`src/rtl/game_flow.sv`:
```
// Top-level game sequencer: title screen, team selection of three distinct
// pokemon, the initiating side of the battle handshake, and win/lose screens.
// Every output is a register; the next value of each one is formed in a single
// combinational block and loaded on the clock edge.
module game_flow #(
  parameter int          NUM_MONS       = 8,
  parameter int          RESULT_TIMEOUT = 50_000_000,
  parameter logic [7:0]  KEY_W          = 8'h1A,
  parameter logic [7:0]  KEY_A          = 8'h04,
  parameter logic [7:0]  KEY_S          = 8'h16,
  parameter logic [7:0]  KEY_D          = 8'h07,
  parameter logic [7:0]  KEY_ENTER      = 8'h28,
  parameter logic [7:0]  KEY_BKSP       = 8'h2A
) (
  input  logic       Clk,
  input  logic       Reset,
  input  logic [7:0] keycode,
  input  logic       end_battle,
  input  logic       result,
  output logic       is_battle,
  output logic [8:0] team,
  output logic [2:0] screen,
  output logic [2:0] cursor,
  output logic [7:0] picked_mask,
  output logic [1:0] pick_count,
  output logic [7:0] win_streak
);

  typedef enum logic [2:0] {
    S_TITLE  = 3'd0,
    S_SELECT = 3'd1,
    S_BATTLE = 3'd2,
    S_WIN    = 3'd3,
    S_LOSE   = 3'd4
  } state_t;

  state_t      state;
  state_t      state_n;
  logic [7:0]  prev_key;
  logic [31:0] cnt;
  logic [31:0] cnt_n;
  logic        is_battle_n;
  logic [8:0]  team_n;
  logic [2:0]  cursor_n;
  logic [7:0]  mask_n;
  logic [1:0]  count_n;
  logic [7:0]  streak_n;
  logic        press;
  int          slot;

  // A key acts once: only the first cycle of a new non-zero keycode is a press.
  assign press  = (keycode != 8'd0) && (keycode != prev_key);
  assign screen = state;

  // Next-state and next-output logic for the whole sequencer.
  always_comb begin
    state_n     = state;
    cnt_n       = cnt;
    is_battle_n = is_battle;
    team_n      = team;
    cursor_n    = cursor;
    mask_n      = picked_mask;
    count_n     = pick_count;
    streak_n    = win_streak;
    slot        = 0;

    case (state)
      S_TITLE: begin
        if (press && keycode == KEY_ENTER) begin
          state_n  = S_SELECT;
          team_n   = '0;
          mask_n   = '0;
          count_n  = '0;
          cursor_n = '0;
        end
      end

      S_SELECT: begin
        if (press) begin
          // Grid is 4 wide: row = cursor[2], column = cursor[1:0]; no wrapping.
          if (keycode == KEY_W) begin
            if (cursor[2]) cursor_n = cursor - 3'd4;
          end else if (keycode == KEY_S) begin
            if (!cursor[2] && (int'(cursor) + 4 < NUM_MONS)) cursor_n = cursor + 3'd4;
          end else if (keycode == KEY_A) begin
            if (cursor[1:0] != 2'd0) cursor_n = cursor - 3'd1;
          end else if (keycode == KEY_D) begin
            if ((cursor[1:0] != 2'd3) && (int'(cursor) + 1 < NUM_MONS)) cursor_n = cursor + 3'd1;
          end else if (keycode == KEY_ENTER) begin
            if (!picked_mask[cursor]) begin
              slot                 = int'(pick_count);
              team_n[slot*3 +: 3]  = cursor;
              mask_n[cursor]       = 1'b1;
              count_n              = pick_count + 2'd1;
              // The third pick starts the battle on this same edge.
              if (pick_count == 2'd2) begin
                state_n     = S_BATTLE;
                is_battle_n = 1'b1;
              end
            end
          end else if (keycode == KEY_BKSP) begin
            if (pick_count != 2'd0) begin
              slot                        = int'(pick_count) - 1;
              mask_n[team[slot*3 +: 3]]   = 1'b0;
              team_n[slot*3 +: 3]         = 3'd0;
              count_n                     = pick_count - 2'd1;
            end else begin
              state_n = S_TITLE;
            end
          end
        end
      end

      S_BATTLE: begin
        // Team is frozen and keys are ignored until the engine reports back.
        is_battle_n = 1'b1;
        if (end_battle) begin
          is_battle_n = 1'b0;
          cnt_n       = '0;
          if (result) begin
            state_n = S_WIN;
            if (win_streak != 8'hFF) streak_n = win_streak + 8'd1;
          end else begin
            state_n  = S_LOSE;
            streak_n = 8'd0;
          end
        end
      end

      S_WIN, S_LOSE: begin
        cnt_n = cnt + 32'd1;
        if ((press && keycode == KEY_ENTER) || (cnt == 32'(RESULT_TIMEOUT - 1))) begin
          state_n  = S_TITLE;
          team_n   = '0;
          mask_n   = '0;
          count_n  = '0;
          cursor_n = '0;
        end
      end

      default: begin
        state_n     = S_TITLE;
        is_battle_n = 1'b0;
      end
    endcase
  end

  // State and output registers with synchronous reset.
  always_ff @(posedge Clk) begin
    if (Reset) begin
      state       <= S_TITLE;
      prev_key    <= 8'd0;
      cnt         <= '0;
      is_battle   <= 1'b0;
      team        <= '0;
      cursor      <= '0;
      picked_mask <= '0;
      pick_count  <= '0;
      win_streak  <= '0;
    end else begin
      state       <= state_n;
      prev_key    <= keycode;
      cnt         <= cnt_n;
      is_battle   <= is_battle_n;
      team        <= team_n;
      cursor      <= cursor_n;
      picked_mask <= mask_n;
      pick_count  <= count_n;
      win_streak  <= streak_n;
    end
  end

endmodule
```
`config.mk`:
```
export PLATFORM = sky130hd
export DESIGN_NAME = game_flow
export DESIGN_NICKNAME = d
export VERILOG_FILES = /design/src/rtl/game_flow.sv
export SDC_FILE = /design/constraint.sdc
export NUM_CORES = 1
export LEC_CHECK = 0
export CORE_MARGIN = 5
export CORE_UTILIZATION = 35
export DETAILED_ROUTE_END_ITERATION = 10
export GPL_ROUTABILITY_DRIVEN = 0
export GPL_TIMING_DRIVEN = 1
export SLEW_MARGIN = 25
export SYNTH_ARGS = -nofsm -noshare
export SYNTH_HDL_FRONTEND = slang
export SYNTH_SLANG_ARGS = --single-unit
```
`constraint.sdc`:
```
create_clock -name Clk -period 4.85 [get_ports Clk]
set_input_delay 0.97 -clock Clk [delete_from_list [all_inputs] [get_ports Clk]]
set_output_delay 0.97 -clock Clk [all_outputs]
set_load 0.02 [all_outputs]
```
; ---- After elaboration in Yosys (flattened, before gate mapping)
; Cells that the tools add are included.
; Widths: inputs -> output; s select.
[word_totals]
reg_bits = 74
inputBits = 12
out_inout_bits = 34
elab_cells = 184
[classes]
addsub = 13
multipliers = 2
magnitude_cmp = 6
eq_ne = 37
shift = 5
muxes = 84
n_bitwise = 4
n_reduce_logical = 23
[ops]
columns = cell, count
row1 = $mux 8, 13
row2 = $mux 9, 11
row3 = $mux 3, 24
row4 = $shift 3x33->9 const A, 2
row5 = $pmux 32 s2, 1
row6 = $neg 4->33, 1
row7 = $neg 6->33, 1
row8 = $shiftx 3x33->9, 1
row9 = $shiftx 3x33->9 const A, 1
row10 = $add 32x1->32 const B, 1
row11 = $eq 32x26->1 const B, 1
row12 = $mux 32, 1
row13 = $pmux 9 s3, 1
row14 = $ne 2x2->1 const B, 12
row15 = $pmux 8 s3, 1
row16 = $mux 2, 11
row17 = $bwmux 9, 2
row18 = $ne 3x3->1 const B, 6
row19 = $reduce_and 9->1, 2
row20 = $eq 8x3->1 const B, 2
row21 = $eq 8x5->1 const B, 2
row22 = $eq 8x6->1 const B, 2
row23 = $ne 5x5->1 const B, 3
row24 = $mux 1, 12
row25 = 48 further kinds, 60

; ---- Depth between registers and ports, before layout
; Gate-level depths: netlist (run 1).
[logic_depth]
ltp_word = 18
depth_mapped = 10
depth_no_buf = 8

; ---- Worst setup path before layout (run 1)
; No wires, ideal clock.
[synth_timing]
kind = in2reg
startpoint = input port keycode[5]
endpoint = register team[1]
setup_time_ps = 121
t_arrival_ps = 2713
t_required_ps = 4729
slack_ps = 2016
stages = 8
path_buffers = 2
cell_sequence = clkbuf_1 > xor2_1 > nor4_1 > nand2_1 > a211o_1 > buf_2 > nand3_1 > mux2_2
[synth_via]
elab_chain_len = 8
word_cells_on_any_way = 29
classes_between = 17 x eq/ne / 7 x mux / 5 x reduce/logical
[synth_lines]
columns = item, line
row1 = from (decl), 17  ; input logic [7:0] keycode,
row2 = $eq 8x6->1, "69, 89, 132"
row3 = $mux 9, 89  ; end else if (keycode == KEY_ENTER) begin
row4 = $mux 9, 87  ; end else if (keycode == KEY_D) begin
row5 = $mux 9, 85  ; end else if (keycode == KEY_A) begin
row6 = $mux 9, 83  ; end else if (keycode == KEY_S) begin
row7 = $mux 9, 81  ; if (keycode == KEY_W) begin
row8 = $mux 9, 79  ; if (press) begin
row9 = $pmux 9 s3, 67  ; case (state)
row10 = to (signal assigned), 165  ; team <= team_n;
row11 = to (decl), 21  ; output logic [8:0] team,
; Parallel ways exist; a longest one is shown, timed or not. The select of a mux whose other input is x is not followed.
; A chain may end at the register's enable or synchronous reset.

==> summary.json, run 1 <==
{
  "logic_synthesis": {
    "share_of_flip_flops_with_an_asynchronous_set_or_reset_pct": 0,
    "synth.distinct_cells": 69,
    "netlist_instances": 550,
    "ys_ff_latch": 74,
    "yosys.area.top_type_share_pct": 32.9,
    "synthFlopType": "sky130_fd_sc_hd__dfxtp_1",
    "mappedNetlistArea_mm2": 0.00450,
    "yosysTopAreaCell": "sky130_fd_sc_hd__dfxtp_1",
    "mappedNetlistNets": 570,
    "post_synth.cell_area_avg_um2": 8.19,
    "yosys_warning_total": 0,
    "count_of_flip_flops_with_a_built_in_enable_after_synthesis": 0,
    "synth.area.top_cells": "sky130_fd_sc_hd__dfxtp_1 33%, sky130_fd_sc_hd__nand2_1 4.3%, sky130_fd_sc_hd__mux2_2 4.0%, sky130_fd_sc_hd__nor2_1 3.8%, sky130_fd_sc_hd__a21oi_1 2.9%",
    "seq_area_frac_synth_pct": 32.9
  },
  "placement": {
    "placed_cells_incl_taps": 732,
    "portBuffers": 45,
    "postPlaceCellArea_mm2": 0.00501,
    "dp_hpwl_mm": 8.56
  },
  "setup_path": {
    "endpoint_kind": "flip-flop",
    "worst_ep_arrival_time_ns": 3.74,
    "crit_required_ns": 5.05,
    "timing.reg2reg.setup_slack_ns": 1.81,
    "regToRegEndpoint": "win_streak[6]",
    "r2r_start": "cursor[0]",
    "ff2ff_path_depth": 6,
    "path_max_fanout": 22,
    "startpoint_type": "input port",
    "timing.setup.critical_path_class": "in -> reg"
  },
  "cells_and_area": {
    "postLayoutCellArea_mm2": 0.00533,
    "instances_no_fill": 748,
    "final_common_cell": "sky130_fd_sc_hd__dfxtp_1",
    "layout.cells.most_common_list": "74 x sky130_fd_sc_hd__dfxtp_1, 51 x sky130_fd_sc_hd__nand2_1, 46 x sky130_fd_sc_hd__nor2_1, 44 x sky130_fd_sc_hd__clkdlybuf4s50_1, 26 x sky130_fd_sc_hd__a21oi_1",
    "layout-drive-gt1-share_pct": 8.68,
    "areaGrowthSynthToFinish_pct": 18.3,
    "antenna_cells": 0,
    "finish.net_count": 591
  },
  "clocking": {
    "cts_max_path_buffers": 2,
    "clk_transition_reported_paths_ns": 0.06,
    "cts-resized-gates": 0,
    "clock-root-buffer": "sky130_fd_sc_hd__clkbuf_16",
    "cts_tree": "built",
    "cts.hold.buffers_added": 0,
    "cts-buffers-inserted": 9,
    "clock-sinks": 74,
    "htree_num_levels": 3,
    "worst_skew_pair.late_latency_ns": 0.34,
    "cts_setup_buffers": 0
  },
  "timing": {
    "drv_slew": 0,
    "timing.hold.ws_ns": 0.494,
    "finalCriticalPeriod_ns": 3.54,
    "setup_tns_ns": 0,
    "setup_viol_count_final": 0,
    "final_hold_viol_count": 0,
    "rsz0062_at_grt": "no",
    "clock.fmax_mhz": 282,
    "worst_margin_slew_ns": 0.761,
    "fin_skew_ns": 0.00595,
    "final.period_utilization_pct": 73.0,
    "slew_headroom_pct": 49.1
  },
  "drt": {
    "drt_pre_antenna_iters": 5,
    "drcViolationCount": 0,
    "total_wirelength_of_the_detailed_routed_design_mm": 12.2,
    "routed-via-count": 4184,
    "final_antenna_net_count": 0,
    "first_iteration_detailed_routing_drc_count": 279,
    "wl_per_cell_um": 16.4,
    "post_dr_vias_cell": 5.59
  },
  "global_route": {
    "grt_antenna_before_repair": 0,
    "grt_pass1_vias": 3951,
    "largest_net_degree_at_the_start_of_global_routing": 51,
    "aggregate_global_routing_overflow": 0,
    "grt_pass1_wl_mm": 20.1,
    "grt_usage_pct": 16.5
  },
  "min_path": {
    "timing.hold.worst.start": "team[8]",
    "hold_path_end": "team[8]",
    "worstHoldPathCells": 2,
    "hold_path.class": "reg -> reg"
  },
  "floorplan": {
    "die_area_mm2": 0.0152,
    "number_of_placement_rows": 41,
    "fp.coreArea_mm2": 0.0126,
    "io-pin-count": 46,
    "dieWidth_um": 123,
    "die_height_um": 123,
    "initial_core_util_pct": 35.7
  },
  "power": {
    "power.leakage_nw": 1.71,
    "power_density_mw_per_mm2": 381,
    "peakVddDrop_v": 0.000204
  },
  "run": {
    "drv.max_cap_violation_count": 0
  },
  "outcome": {
    "run_status": "finished, final reports clean"
  }
}
-- report_power, final --
part,switching (mW),leakage [nW],internal (mW)
sequential,0.0671,0.599,0.633
combinational,0.397,0.965,0.214
clock,0.253,0.149,0.465
-- how the worst max path moves through the flow --
stage	cells after the start	to	from
detailed placement	6	win_streak[6]	keycode[1]
finish	6	win_streak[6]	keycode[1]
floorplan	8	team[1]	keycode[5]
global route	7	win_streak[6]	keycode[5]
global placement	7	win_streak[5]	keycode[3]
CTS	6	win_streak[6]	keycode[1]
-- layout make-up --
cell class	instances	area [µm²]
clock buffers	12	246
inverters	14	52.6
flip-flops and latches	74	1480
well taps	172	215
clock inverters	4	75.1
repair buffers	47	460
multi-input cells	425	2800
fillers	1303	7290
-- per-layer routing --
layer  wire length, µm  part of all wire [%]  vias to the layer above  GRT usage (%)
met5                 0                     0                        -              0
met4               227                   1.9                        0           6.64
met3               497                   4.1                       15           3.43
met2              5670                    46                       99           25.8
met1              5850                    48                     2003           22.3
li1                  -                     -                     2067              -
-- worst max-delay path, cell delays in order --
cell,delay (ns)
sky130_fd_sc_hd__clkdlybuf4s50_1,0.60
sky130_fd_sc_hd__nor2_1,0.38
sky130_fd_sc_hd__and4_1,0.53
sky130_fd_sc_hd__a211o_1,0.65
sky130_fd_sc_hd__and4_1,0.51
sky130_fd_sc_hd__nor3_1,0.10
-- cell usage after synthesis (all sizes together) (3+ instances only) --
cell / count
dfxtp: 74
nand2: 52
nor2: 46
a21oi: 26
clkbuf: 24
nor3: 24
mux2: 20
nand3: 20
nor2b: 19
nand4: 18
and3: 17
o21ai: 17
a211oi: 16
a31oi: 15
inv: 14
buf: 13
nand2b: 12
xor2: 12
nor4: 10
mux2i: 8
ha: 7
a311oi: 6
xnor2: 6
and2: 5
nand3b: 5
nor4b: 5
o31ai: 5
or2: 5
and4: 4
a41oi: 3
or4: 3
-- sequential cells by signal, summed over array words and instances (netlist names) --
| register | flops |
|---|---|
| team | 9 |
| pick_count | 2 |
| screen | 3 |
| cursor | 3 |
| win_streak | 8 |
| is_battle | 1 |
| picked_mask | 8 |
| cnt | 32 |
| prev_key | 8 |
-- cells by family after synthesis --
logic type	count (synthesis)	share of synthesized area (%)
buffers and inverters	51	4.97
flip-flops	74	32.9
multiplexers	30	7.78
XOR/XNOR	18	3.50
AND/OR/NAND/NOR	254	30.6
adder cells (fa/ha/maj)	8	2.39
AO/OA/AOI/OAI	115	17.9
-- stage by stage --
step	setup WS [ns]	total power [mW]	utilization (%)
3_5_place_dp	1.00	1.32	39.7
5_1_grt	1.11	2.14	42.2
6_report	1.31	2.03	42.2
4_1_cts	1.35	2.04	42.2
3_3_place_gp	1.12	1.31	39.7
2_1_floorplan	2.02	1.16	-
Note: power is estimated with default switching activity, not from simulation.
==> run 2: changes to the inputs <==
==> constraint.sdc (replaced) <==
create_clock -name Clk -period 3 [get_ports Clk]
set_input_delay 0.6 -clock Clk [delete_from_list [all_inputs] [get_ports Clk]]
set_output_delay 0.6 -clock Clk [all_outputs]
set_load 0.02 [all_outputs]
==> summary.json, run 2 (synthesis gave the netlist of run 1 again) <==
{
  "power": {
    "clockPowerShare_pct": 32.0,
    "power.share.sequential_pct": 32.6,
    "power_switching_mw": 1.19,
    "fin_total_pwr_mw": 3.31,
    "peakVddDrop_v": 0.000285,
    "power_density_mw_per_mm2": 596,
    "power.leakage_nw": 1.87,
    "p_sw_share_pct": 36.1,
    "combinationalPowerShare_pct": 35.4,
    "p_int_mw": 2.11
  },
  "timing": {
    "fin_skew_ns": 0.00727,
    "clock.fmax_mhz": 370,
    "final_hold_viol_count": 0,
    "setup_tns_ns": 0,
    "finalCriticalPeriod_ns": 2.70,
    "slew_headroom_pct": 39.4,
    "drv_slew": 0,
    "worst_margin_slew_ns": 0.910,
    "timing.hold.ws_ns": 0.472,
    "setup_viol_count_final": 0,
    "setup_slack_ns": 0.296,
    "rsz0062_at_grt": "no",
    "final.period_utilization_pct": 90.1
  },
  "outcome": {
    "run_status": "finished, final reports clean"
  },
  "floorplan": {
    "number_of_placement_rows": 41,
    "die_area_mm2": 0.0152,
    "die_height_um": 123,
    "fp.coreArea_mm2": 0.0126,
    "io-pin-count": 46,
    "dieWidth_um": 123,
    "initial_core_util_pct": 35.7
  },
  "drt": {
    "final_antenna_net_count": 0,
    "drcViolationCount": 0,
    "first_iteration_detailed_routing_drc_count": 225,
    "wl_per_cell_um": 16.0,
    "total_wirelength_of_the_detailed_routed_design_mm": 12.5,
    "routed-via-count": 4346,
    "post_dr_vias_cell": 5.56,
    "drt_pre_antenna_iters": 4
  },
  "clocking": {
    "htree_num_levels": 3,
    "cts.hold.buffers_added": 0,
    "cts-resized-gates": 0,
    "worst_skew_pair.late_latency_ns": 0.34,
    "cts_tree": "built",
    "clk_transition_reported_paths_ns": 0.06,
    "clock-root-buffer": "sky130_fd_sc_hd__clkbuf_16",
    "clock-sinks": 74,
    "cts-buffers-inserted": 9,
    "cts_max_path_buffers": 2,
    "cts_setup_buffers": 0
  },
  "min_path": {
    "hold_path_end": "is_battle",
    "hold_path.class": "reg -> reg",
    "worstHoldPathCells": 1,
    "timing.hold.worst.start": "is_battle"
  },
  "placement": {
    "dp_hpwl_mm": 9.26,
    "place_ws_ns": -0.0716,
    "portBuffers": 45
  },
  "cells_and_area": {
    "regMostFlops": "cnt",
    "finish.net_count": 625,
    "antenna_cells": 0,
    "areaGrowthSynthToFinish_pct": 23.2,
    "final_common_cell": "sky130_fd_sc_hd__dfxtp_1",
    "utilization_pct": 44.0,
    "registers_with_the_most_flip_flops": "cnt (32), team (9)",
    "layout-drive-gt1-share_pct": 13.8,
    "largest_register_ffs": 32,
    "layout.cells.most_common_list": "74 x sky130_fd_sc_hd__dfxtp_1, 51 x sky130_fd_sc_hd__nand2_1, 46 x sky130_fd_sc_hd__nor2_1, 44 x sky130_fd_sc_hd__clkdlybuf4s50_1, 36 x sky130_fd_sc_hd__buf_4"
  },
  "global_route": {
    "grt_usage_pct": 17.2,
    "grt_antenna_before_repair": 0,
    "grt_pass1_vias": 4248,
    "largest_net_degree_at_the_start_of_global_routing": 51,
    "aggregate_global_routing_overflow": 0,
    "grt_pass1_wl_mm": 21.0
  },
  "setup_path": {
    "crit_required_ns": 3.18,
    "worst_ep_arrival_time_ns": 2.89,
    "timing.reg2reg.setup_slack_ns": 0.40,
    "endpoint_kind": "flip-flop",
    "startpoint_type": "input port",
    "regToRegEndpoint": "picked_mask[1]",
    "timing.setup.critical_path_class": "in -> reg",
    "path_max_fanout": 15,
    "r2r_start": "pick_count[1]",
    "ff2ff_path_depth": 7
  },
  "run": {
    "drv.max_cap_violation_count": 0
  }
}
[run 2: changes by cell type in the layout (fill, tap and decap cells not counted)]
cell,previous run,this run
sky130_fd_sc_hd__bufinv_16,2,1
sky130_fd_sc_hd__clkbuf_8,1,0
sky130_fd_sc_hd__clkinvlp_4,2,1
sky130_fd_sc_hd__clkinv_4,0,1
sky130_fd_sc_hd__clkinv_2,0,2
sky130_fd_sc_hd__buf_4,2,36
sky130_fd_sc_hd__clkbuf_1,2,1
[run 2: worst max-delay path: stages]
cell,delay (ns)
sky130_fd_sc_hd__clkdlybuf4s50_1,0.54
sky130_fd_sc_hd__xor2_1,0.21
sky130_fd_sc_hd__nor4_1,0.33
sky130_fd_sc_hd__nand2_1,0.21
sky130_fd_sc_hd__a211o_1,0.43
sky130_fd_sc_hd__buf_4,0.24
sky130_fd_sc_hd__a41oi_1,0.24
sky130_fd_sc_hd__a211oi_1,0.07
[run 2: power groups by stage]
stage / Combinational [mW] / Clock (mW) / Sequential (mW)
2_1_floorplan: 0.760 / 0 / 1.12
3_5_place_dp: 1.17 / 0 / 1.10
6_report: 1.17 / 1.06 / 1.08
4_1_cts: 1.17 / 1.08 / 1.08
3_3_place_gp: 1.15 / 0 / 1.10
5_1_grt: 1.29 / 1.12 / 1.09
[run 2: how the worst max path moves through the flow]
| stage | start | end | slack (ns) | depth (start not counted) |
|---|---|---|---|---|
| 2_1_floorplan | pick_count[0] | picked_mask[5] | 0.17 | 9 |
| 4_1_cts | keycode[4] | picked_mask[2] | 0.28 | 8 |
| 5_1_grt | keycode[6] | win_streak[6] | 0.12 | 8 |
| 3_3_place_gp | keycode[6] | team[1] | -0.05 | 7 |
| 6_report | keycode[4] | picked_mask[2] | 0.30 | 8 |
| 3_5_place_dp | keycode[4] | picked_mask[2] | -0.07 | 8 |
[run 2: layout make-up]
cell class / instances / area (µm²)
Fill cell: 1314 / 7070
Multi-Input combinational cell: 425 / 2800
Sequential cell: 74 / 1480
Timing Repair Buffer: 81 / 716
Clock buffer: 10 / 229
Tap cell: 172 / 215
Clock inverter: 5 / 56.3
Inverter: 14 / 52.6
[run 2: routing by layer]
layer / global-route usage [%] / vias up / part of all wire [%]
met5: 0 / - / 0
met4: 6.37 / 0 / 2.0
met3: 3.39 / 17 / 3.8
met2: 27.5 / 95 / 46
met1: 23.1 / 2093 / 48
li1: - / 2141 / -
[run 2: stage by stage]
step	std cells	instance area, µm²
CTS	781	5550
detailed placement	766	5260
global placement	766	5260
finish	781	5550
floorplan	550	4500
global route	781	5550
==> run 3: changes to the inputs <==
--- a/config.mk
+++ b/config.mk
@@ -5,11 +5,14 @@
 export SDC_FILE = /design/constraint.sdc
 export NUM_CORES = 1
 export LEC_CHECK = 0
+export CELL_PAD_IN_SITES_DETAIL_PLACEMENT = 0
+export CELL_PAD_IN_SITES_GLOBAL_PLACEMENT = 1
 export CORE_MARGIN = 5
 export CORE_UTILIZATION = 35
 export DETAILED_ROUTE_END_ITERATION = 10
 export GPL_ROUTABILITY_DRIVEN = 0
 export GPL_TIMING_DRIVEN = 1
+export PLACE_DENSITY_LB_ADDON = 0.1
 export SLEW_MARGIN = 25
 export SYNTH_ARGS = -nofsm -noshare
 export SYNTH_HDL_FRONTEND = slang
==> summary.json, run 3 (synthesis gave the netlist of run 1 again) <==
{
  "power": {
    "power.share.sequential_pct": 32.4,
    "p_int_mw": 2.09,
    "power_switching_mw": 1.25,
    "combinationalPowerShare_pct": 37.0,
    "peakVddDrop_v": 0.000451,
    "p_sw_share_pct": 37.4,
    "power.leakage_nw": 1.91,
    "clockPowerShare_pct": 30.5,
    "power_density_mw_per_mm2": 595
  },
  "clocking": {
    "clock-root-buffer": "sky130_fd_sc_hd__clkbuf_16",
    "cts_tree": "built",
    "worst_skew_pair.late_latency_ns": 0.34,
    "cts_max_path_buffers": 2,
    "cts_setup_buffers": 0,
    "cts-resized-gates": 0,
    "cts.hold.buffers_added": 0,
    "clk_transition_reported_paths_ns": 0.06,
    "clock-sinks": 74,
    "htree_num_levels": 3,
    "cts-buffers-inserted": 9
  },
  "cells_and_area": {
    "layout.cells.most_common_list": "74 x sky130_fd_sc_hd__dfxtp_1, 51 x sky130_fd_sc_hd__nand2_1, 46 x sky130_fd_sc_hd__nor2_1, 45 x sky130_fd_sc_hd__buf_4, 44 x sky130_fd_sc_hd__clkdlybuf4s50_1",
    "finish.net_count": 634,
    "regMostFlops": "cnt",
    "registers_with_the_most_flip_flops": "cnt (32), team (9)",
    "largest_register_ffs": 32,
    "antenna_cells": 0,
    "postLayoutCellArea_mm2": 0.00560,
    "final_common_cell": "sky130_fd_sc_hd__dfxtp_1",
    "layout-drive-gt1-share_pct": 15.0,
    "areaGrowthSynthToFinish_pct": 24.5,
    "instances_no_fill": 791
  },
  "run": {
    "drv.max_cap_violation_count": 0
  },
  "floorplan": {
    "initial_core_util_pct": 35.7,
    "io-pin-count": 46,
    "die_area_mm2": 0.0152,
    "dieWidth_um": 123,
    "fp.coreArea_mm2": 0.0126,
    "number_of_placement_rows": 41,
    "die_height_um": 123
  },
  "timing": {
    "final.period_utilization_pct": 87.5,
    "clock.fmax_mhz": 381,
    "final_hold_viol_count": 0,
    "rsz0062_at_grt": "no",
    "setup_viol_count_final": 0,
    "finalCriticalPeriod_ns": 2.63,
    "fin_skew_ns": 0.00763,
    "worst_margin_slew_ns": 0.798,
    "slew_headroom_pct": 46.8,
    "drv_slew": 0
  },
  "placement": {
    "postPlaceCellArea_mm2": 0.00533,
    "placed_cells_incl_taps": 775,
    "portBuffers": 45,
    "dp_hpwl_mm": 9.64
  },
  "drt": {
    "total_wirelength_of_the_detailed_routed_design_mm": 13.2,
    "wl_per_cell_um": 16.6,
    "drcViolationCount": 0,
    "first_iteration_detailed_routing_drc_count": 262,
    "final_antenna_net_count": 0,
    "drt_pre_antenna_iters": 5,
    "routed-via-count": 4308,
    "post_dr_vias_cell": 5.45
  },
  "global_route": {
    "grt_pass1_wl_mm": 21.4,
    "aggregate_global_routing_overflow": 0,
    "largest_net_degree_at_the_start_of_global_routing": 42,
    "grt_usage_pct": 18.0,
    "grt_antenna_before_repair": 0,
    "grt_pass1_vias": 4205
  },
  "setup_path": {
    "path_cells": "clkdlybuf4s50_1, xor2_1, nor4_1, nand2_1, a211o_1, nand3_1, mux2_2",
    "timing.setup.critical_path_class": "in -> reg",
    "path_max_fanout": 8,
    "worst_ep_arrival_time_ns": 2.86,
    "crit_path_top_delay_cell": "sky130_fd_sc_hd__clkdlybuf4s50_1",
    "startpoint_type": "input port",
    "endpoint_kind": "flip-flop",
    "max_stage_delay_ns": 0.48,
    "crit_required_ns": 3.23
  },
  "min_path": {
    "hold_path.class": "reg -> reg"
  },
  "outcome": {
    "run_status": "finished, final reports clean"
  }
}
==> run 3: per-stage QoR <==
| stage | TNS (ns) | setup slack [ns] | power (mW) | hold slack, ns | utilization [%] |
|---|---|---|---|---|---|
| 4_1_cts | 0 | 0.358 | 3.36 | 0.489 | 44.4 |
| 3_5_place_dp | -0.00588 | -0.00303 | 2.33 | 0.464 | 42.2 |
| 6_report | 0 | 0.374 | 3.34 | 0.490 | 44.4 |
| 5_1_grt | 0 | 0.177 | 3.53 | 0.536 | 44.4 |
| 2_1_floorplan | 0 | 0.167 | 1.87 | 0.460 | - |
| 3_3_place_gp | 0 | 0.0304 | 2.33 | 0.454 | 42.2 |
==> run 3: layer usage <==
| metal | vias up | part of all wire (%) | GRT usage [%] |
|---|---|---|---|
| met5 | - | 0 | 0 |
| met4 | 0 | 0.99 | 5.19 |
| li1 | 2157 | - | - |
| met1 | 2051 | 45 | 22.6 |
| met2 | 91 | 50 | 30.1 |
| met3 | 9 | 4.4 | 4.94 |
==> run 3: area by class of cell <==
| cell class | count | area (µm²) |
|---|---|---|
| Fill cell | 1311 | 7020 |
| Multi-Input combinational cell | 425 | 2800 |
| Sequential cell | 74 | 1480 |
| Timing Repair Buffer | 90 | 783 |
| Clock buffer | 12 | 246 |
| Tap cell | 172 | 215 |
| Inverter | 14 | 52.6 |
| Clock inverter | 4 | 27.5 |
==> run 3: power groups by stage <==
stage	Clock, mW	Combinational, mW	Sequential (mW)
finish	1.02	1.24	1.08
floorplan	0	0.760	1.12
global placement	0	1.23	1.10
detailed placement	0	1.22	1.11
CTS	1.05	1.23	1.09
global route	1.09	1.34	1.09
==> run 3: critical path, delay by kind of cell <==
kind | cells | cell delay (ns)
multiplexers | 1 | 0.35
buffers and inverters | 1 | 0.48
AND/OR/NAND/NOR | 3 | 0.79
XOR/XNOR | 1 | 0.19
AO/OA/AOI/OAI | 1 | 0.45
==> run 3: final timing paths <==
| kind | start | to | slack, ns | cells after the start |
|---|---|---|---|---|
| setup / recovery | keycode[7] | team[1] | 0.37 | 7 |
| hold / removal | is_battle | is_battle | 0.49 | 1 |
| setup reg to reg | cnt[0] | picked_mask[4] | 0.44 | 8 |
| hold reg to reg | is_battle | is_battle | 0.49 | 1 |
